===== src/rtl/am_mod_tx.sv =====
// AM transmitter: audio FIFO, sample tick, envelope pipeline, NCO carrier and 1-bit sigma-delta RF drive.
// Define AM_MOD_TX_LINEAR_INTERP_EN to ramp the envelope linearly between samples instead of stepping.
module am_mod_tx #(
    parameter int PHASE_W     = 40,
    parameter int INTERP_LOG2 = 10,
    parameter int FIFO_LOG2   = 2
) (
    input  logic                     clk,
    input  logic                     RST,
    input  logic [PHASE_W-1:0]       phase_inc,
    input  logic                     enable,
    input  logic signed [15:0]       audio_in,
    input  logic                     audio_valid,
    output logic                     audio_ready,
    input  logic [7:0]               mod_depth,
    output logic                     rf_out,
    output logic [15:0]              env_out,
    output logic                     underrun
);
    localparam int DEPTH = 1 << FIFO_LOG2;

    function automatic logic [15:0] sat_u16(input logic signed [24:0] v);
        if (v < 0)
            return 16'd0;
        if (v > 25'sd65535)
            return 16'hFFFF;
        return v[15:0];
    endfunction

    logic signed [15:0]     fifo_mem [DEPTH];
    logic [FIFO_LOG2-1:0]   wr_ptr_q, rd_ptr_q;
    logic [FIFO_LOG2:0]     count_q, count_d;
    logic                   live_q;
    logic                   full, empty, wr_en, rd_en, tick;
    logic [INTERP_LOG2-1:0] tick_cnt_q, tick_cnt_d;
    logic                   underrun_q, underrun_d;
    logic signed [15:0]     held_q, held_d;
    logic signed [17:0]     samp;
    logic signed [24:0]     samp_x, depth_x, prod_d, prod_p0_q;
    logic [15:0]            env_d, env_p1_q;
    logic [PHASE_W-1:0]     phase_q, phase_d;
    logic [16:0]            sd_sum;
    logic [15:0]            sd_acc_q, sd_acc_d;
    logic                   sd_bit_q, sd_bit_d;
    logic                   rf_q, rf_d;

    // live_q keeps audio_ready low while reset is held and releases it on the first free clock
    assign full        = count_q[FIFO_LOG2];
    assign empty       = (count_q == '0);
    assign audio_ready = live_q & ~full;
    assign wr_en       = audio_valid & audio_ready;
    assign tick        = enable & (&tick_cnt_q);
    assign rd_en       = tick & ~empty;

    always_comb begin
        count_d = count_q;
        if (wr_en && !rd_en)
            count_d = count_q + 1'b1;
        else if (!wr_en && rd_en)
            count_d = count_q - 1'b1;
        tick_cnt_d = enable ? tick_cnt_q + 1'b1 : '0;
        underrun_d = enable & (underrun_q | (tick & empty));
        held_d     = rd_en ? fifo_mem[rd_ptr_q] : held_q;
        phase_d    = enable ? phase_q + phase_inc : '0;
        sd_sum     = {1'b0, sd_acc_q} + {1'b0, env_p1_q};
        sd_acc_d   = enable ? sd_sum[15:0] : '0;
        sd_bit_d   = enable & sd_sum[16];
        rf_d       = enable & phase_q[PHASE_W-1] & sd_bit_q;
    end

`ifdef AM_MOD_TX_LINEAR_INTERP_EN
    logic signed [17:0] interp_q, interp_d, delta_q, delta_d;
    logic signed [16:0] diff;

    // Each tick snaps to the sample just reached and ramps towards the one being popped
    always_comb begin
        diff     = 17'(fifo_mem[rd_ptr_q]) - 17'(held_q);
        interp_d = interp_q;
        delta_d  = delta_q;
        if (tick) begin
            interp_d = 18'(held_q);
            delta_d  = rd_en ? 18'(diff >>> INTERP_LOG2) : '0;
        end else if (enable) begin
            interp_d = interp_q + delta_q;
        end
    end

    always_ff @(posedge clk) begin
        if (RST) begin
            interp_q <= '0;
            delta_q  <= '0;
        end else begin
            interp_q <= interp_d;
            delta_q  <= delta_d;
        end
    end

    assign samp = interp_q;
`else
    assign samp = 18'(held_q);
`endif

    assign samp_x  = 25'(samp);
    assign depth_x = $signed({17'd0, mod_depth});
    assign prod_d  = samp_x * depth_x;
    assign env_d   = sat_u16((prod_p0_q >>> 8) + 25'sd32768);

    always_ff @(posedge clk) begin
        if (RST) begin
            live_q     <= 1'b0;
            wr_ptr_q   <= '0;
            rd_ptr_q   <= '0;
            count_q    <= '0;
            tick_cnt_q <= '0;
            underrun_q <= 1'b0;
            held_q     <= '0;
            prod_p0_q  <= '0;
            env_p1_q   <= 16'h8000;
            phase_q    <= '0;
            sd_acc_q   <= '0;
            sd_bit_q   <= 1'b0;
            rf_q       <= 1'b0;
        end else begin
            live_q     <= 1'b1;
            if (wr_en)
                wr_ptr_q <= wr_ptr_q + 1'b1;
            if (rd_en)
                rd_ptr_q <= rd_ptr_q + 1'b1;
            count_q    <= count_d;
            tick_cnt_q <= tick_cnt_d;
            underrun_q <= underrun_d;
            held_q     <= held_d;
            // stage p0: modulation product; stage p1: offset and saturate
            prod_p0_q  <= prod_d;
            env_p1_q   <= env_d;
            phase_q    <= phase_d;
            sd_acc_q   <= sd_acc_d;
            sd_bit_q   <= sd_bit_d;
            rf_q       <= rf_d;
        end
    end

    always_ff @(posedge clk) begin
        if (wr_en && !RST)
            fifo_mem[wr_ptr_q] <= audio_in;
    end

    assign rf_out   = rf_q;
    assign env_out  = env_p1_q;
    assign underrun = underrun_q;

endmodule


===== config.mk =====
export PLATFORM = sky130hd
export DESIGN_NAME = am_mod_tx
export DESIGN_NICKNAME = d
export VERILOG_FILES = /design/src/rtl/am_mod_tx.sv
export SDC_FILE = /design/constraint.sdc
export NUM_CORES = 1
export LEC_CHECK = 0
export CORE_AREA = 2 2 160 162
export DETAILED_ROUTE_END_ITERATION = 7
export DIE_AREA = 0 0 162 164
export PLACE_DENSITY = 0.75
export SLEW_MARGIN = 0
export SYNTH_ARGS = -nofsm -noshare
export SYNTH_HDL_FRONTEND = slang
export SYNTH_SLANG_ARGS = --single-unit

===== constraint.sdc =====
create_clock -name clk -period 15.4 [get_ports clk]
set_input_delay 1.54 -clock clk [delete_from_list [all_inputs] [get_ports clk]]
set_output_delay 1.54 -clock clk [all_outputs]
set_load 0.01 [all_outputs]

==> metrics.csv <==
stage,metric,value,unit
clock_tree,cts_htree_levels,4,
global_routing,grt_max_degree,60,
timing,setup_slack,8729,ps
synthesis,synth_top_area_cell,dfxtp_1,
routing,firstDrtPassIters,6,
global_routing,antenna_found_initial,0,
routing,vias,9527,
synthesis,syn_nets,1679,
global_routing,grt_pass1_wl,45440,um
power_and_ir_drop,p_int,842.7,uW
floorplan,fp-row-count,58,
clock_tree,post_cts_buffers,0,
routing,ant_nets,0,
power_and_ir_drop,switching_power,295.4,uW
clock_tree,cts_buffer_depth,2,
worst_setup_path,arrival,6970,ps
routing,post_drt_via_cell_ratio,5.305,
routing,finalWirelength,26900,um
worst_setup_path,required,15700,ps
worst_setup_path,critPathCaptureType,flip-flop,
hold_path,min_path_cells,2,
clock_tree,clkSinkCount,190,
floorplan,start_util,0.5404,
place,port_buffers,86,
floorplan,dieArea,0.02657,mm^2
synthesis,synth-seq-cells,190,
clock_tree,insertion_delay,440,ps
final_layout,mostFrequentLayoutCells,"inv_1, nand2_1, dfxtp_1",
final_layout,syn2layout_area_growth,12.53,%
synthesis,seq_area_frac_synth,0.3313,
timing,relSlewSlack,0.2405,
synthesis,syn_inst,1399,
floorplan,pin_count,87,
clock_tree,cts_resized,0,
worst_setup_path,rr_endpoint,prod_p0_q[23],
power_and_ir_drop,pwr-share-seq,0.471,
global_routing,grt_use_total,0.2116,
timing,rsz0062_at_grt,no,
routing,wl_per_cell,14.98,um
worst_setup_path,reg2reg_depth,18,
global_routing,grt-ovfl-total,0,
worst_setup_path,start_kind,input port,
synthesis,ys_async_sr_fraction,0,
final_layout,drive_gt1_frac,0.04911,
worst_setup_path,critPathMaxFanout,16,
timing,max_freq,149.9,MHz
synthesis,synth_edf_count,64,
synthesis,yosysWarnings,0,
clock_tree,cts_hold_buf,0,
power_and_ir_drop,p_sw_frac,0.2596,
synthesis,synth_area_leaders,"dfxtp_1, fa_1, edfxtp_1",
synthesis,ys_types,71,
hold_path,hp-class,reg2reg,
synthesis,synth_top_cell_area_share,0.1881,
power_and_ir_drop,p_comb_frac,0.138,
final_layout,insertedDiodeCount,0,
clock_tree,cts_tree,built,
timing,tightest_slew,1133,ps
timing,final.setup.tns,0,ps
timing,setup-violations-final,0,
power_and_ir_drop,ir_worst_vdd,0.00008903,V
worst_setup_path,r2r_slack,10200,ps
place,dp_slack,8296,ps
synthesis,synth_ff_type,dfxtp_1,
power_and_ir_drop,power_density,75.40,mW/mm^2
job,maxCapViolCount,0,
hold_path,min_from,prod_p0_q[13],
timing,final_max_slew_viol_count,0,
place,place.gp.congestion,0.8658,
clock_tree,numCtsBuffers,17,
timing,hold_viol,0,
floorplan,die_h,164,um
clock_tree,cts_root_buffer,clkbuf_16,
synthesis,syn-mean-instance-area,9.587,um^2
worst_setup_path,r2r_start,held_q[3],
final_layout,layout_commonest_cell,inv_1,
timing,fin_crit,6671,ps
power_and_ir_drop,clkPwrFrac,0.391,
outcome,status,"complete, no violations",
clock_tree,cts.clk_slew.worst_paths,80,ps
floorplan,die_w,162,um
timing,skew,24.09,ps
hold_path,whs_endpoint,env_out[5],
worst_setup_path,worstSetupPathType,in2reg,
global_routing,first_global_vias,9672,
routing,drcViolationCount,0,
timing,post-route-period-util,0.4332,
floorplan,core,0.02482,mm^2
routing,drtIter0Drc,585,
final_layout,fin_nets,1733,
power_and_ir_drop,cellLeakagePower,0.006607,uW
synthesis,synth_area,0.01341,mm^2
place,dp_hpwl,20470,um
==> Yosys cell counts, types with 2 or more instances <==
master,n
a2111o_1,4
a211oi_1,5
a21boi_0,5
a21o_1,33
a21oi_1,95
a21oi_2,4
a31oi_1,6
and2_1,72
and3_1,7
buf_1,4
buf_2,4
clkbuf_1,47
dfxtp_1,126
edfxtp_1,64
fa_1,104
ha_1,108
inv_1,192
mux2i_1,8
mux4_2,16
nand2_1,148
nand2b_1,9
nand3_1,21
nand4_1,16
nand4b_1,2
nor2_1,87
nor2b_1,9
nor3_1,31
nor3b_1,3
nor4_1,2
o211ai_1,3
o21a_1,13
o21ai_0,27
o21ai_1,5
o21bai_1,10
o22ai_1,2
o31a_1,3
o31ai_1,4
or2_2,3
or3_1,9
xnor2_1,29
xor2_1,29
==> through the flow <==
| stage | instance area, um^2 | std cells | hold WS [ps] | total power (uW) | util |
|---|---|---|---|---|---|
| floorplan | 13410 | 1399 | 417.6 | 654.2 | - |
| global placement | 14510 | 1764 | 429.6 | 697.4 | 0.5845 |
| detailed placement | 14510 | 1764 | 438.6 | 701.1 | 0.5845 |
| CTS | 15090 | 1796 | 441.4 | 1145 | 0.6081 |
| global route | 15090 | 1796 | 468.1 | 1184 | 0.6081 |
| finish | 15090 | 1796 | 440.7 | 1138 | 0.6081 |
==> state kept, by name (all words and copies together), names as in the netlist <==
signal,flops
held_q,16
rd_ptr_q,2
live_q,1
sd_acc_q,16
sd_bit_q,1
rf_out,1
wr_ptr_q,2
count_q,3
tick_cnt_q,10
prod_p0_q,17
phase_q,40
env_out,16
fifo_mem,64
underrun,1
==> cell type report <==
| cell class | count | area, um^2 |
|---|---|---|
| Sequential cell | 190 | 4444 |
| Clock buffer | 20 | 436.7 |
| Inverter | 193 | 724.4 |
| Fill cell | 2087 | 9726 |
| Timing Repair Buffer | 90 | 890.9 |
| Clock inverter | 12 | 148.9 |
| Tap cell | 330 | 412.9 |
| Multi-Input combinational cell | 961 | 8035 |
==> per-layer routing <==
layer  GRT usage  wire length, um  vias up  share of wire
li1            -                -     4765              -
met1      0.2862            12470     4525           0.46
met2      0.3582            12880      209           0.48
met5           0                0        -              0
met4     0.05229              405        0          0.015
met3     0.03384             1154       28          0.043
==> worst max path at each step <==
stage | startpoint | endpoint | slack (ps) | cells past startpoint
6_report | mod_depth[5] | prod_p0_q[23] | 8730 | 19
3_5_place_dp | mod_depth[5] | prod_p0_q[23] | 8300 | 19
2_1_floorplan | mod_depth[2] | prod_p0_q[23] | 9340 | 18
3_3_place_gp | mod_depth[5] | prod_p0_q[23] | 8390 | 19
4_1_cts | mod_depth[5] | prod_p0_q[23] | 8750 | 19
5_1_grt | mod_depth[5] | prod_p0_q[23] | 8400 | 19
==> critical path, stage by stage <==
cell	delay, ps
clkdlybuf4s50_1	700
and2_1	330
fa_1	540
inv_1	50
fa_1	480
inv_1	50
fa_1	520
inv_1	50
fa_1	530
inv_1	40
ha_1	350
a21o_1	180
a21o_1	180
or3_1	390
a211oi_2	370
o21ai_1	200
a31oi_1	230
xor2_1	170
nor2_1	50
==> power groups by stage <==
| stage | clock network (uW) | registers (uW) | logic [uW] |
|---|---|---|---|
| after floorplan | 0 | 546 | 108 |
| after global placement | 0 | 547 | 151 |
| after detailed placement | 0 | 547 | 154 |
| after CTS | 454 | 536 | 155 |
| after global routing | 474 | 537 | 173 |
| final | 446 | 536 | 157 |
==> kinds of logic after synthesis <==
logic type      synth area share
simple gates              0.1530
buf+inv                  0.06978
fa+ha+maj                 0.2560
xor+xnor                 0.03787
flops                     0.3313
compound gates            0.1192
mux                      0.03284
(Power assumes the default switching activity.)
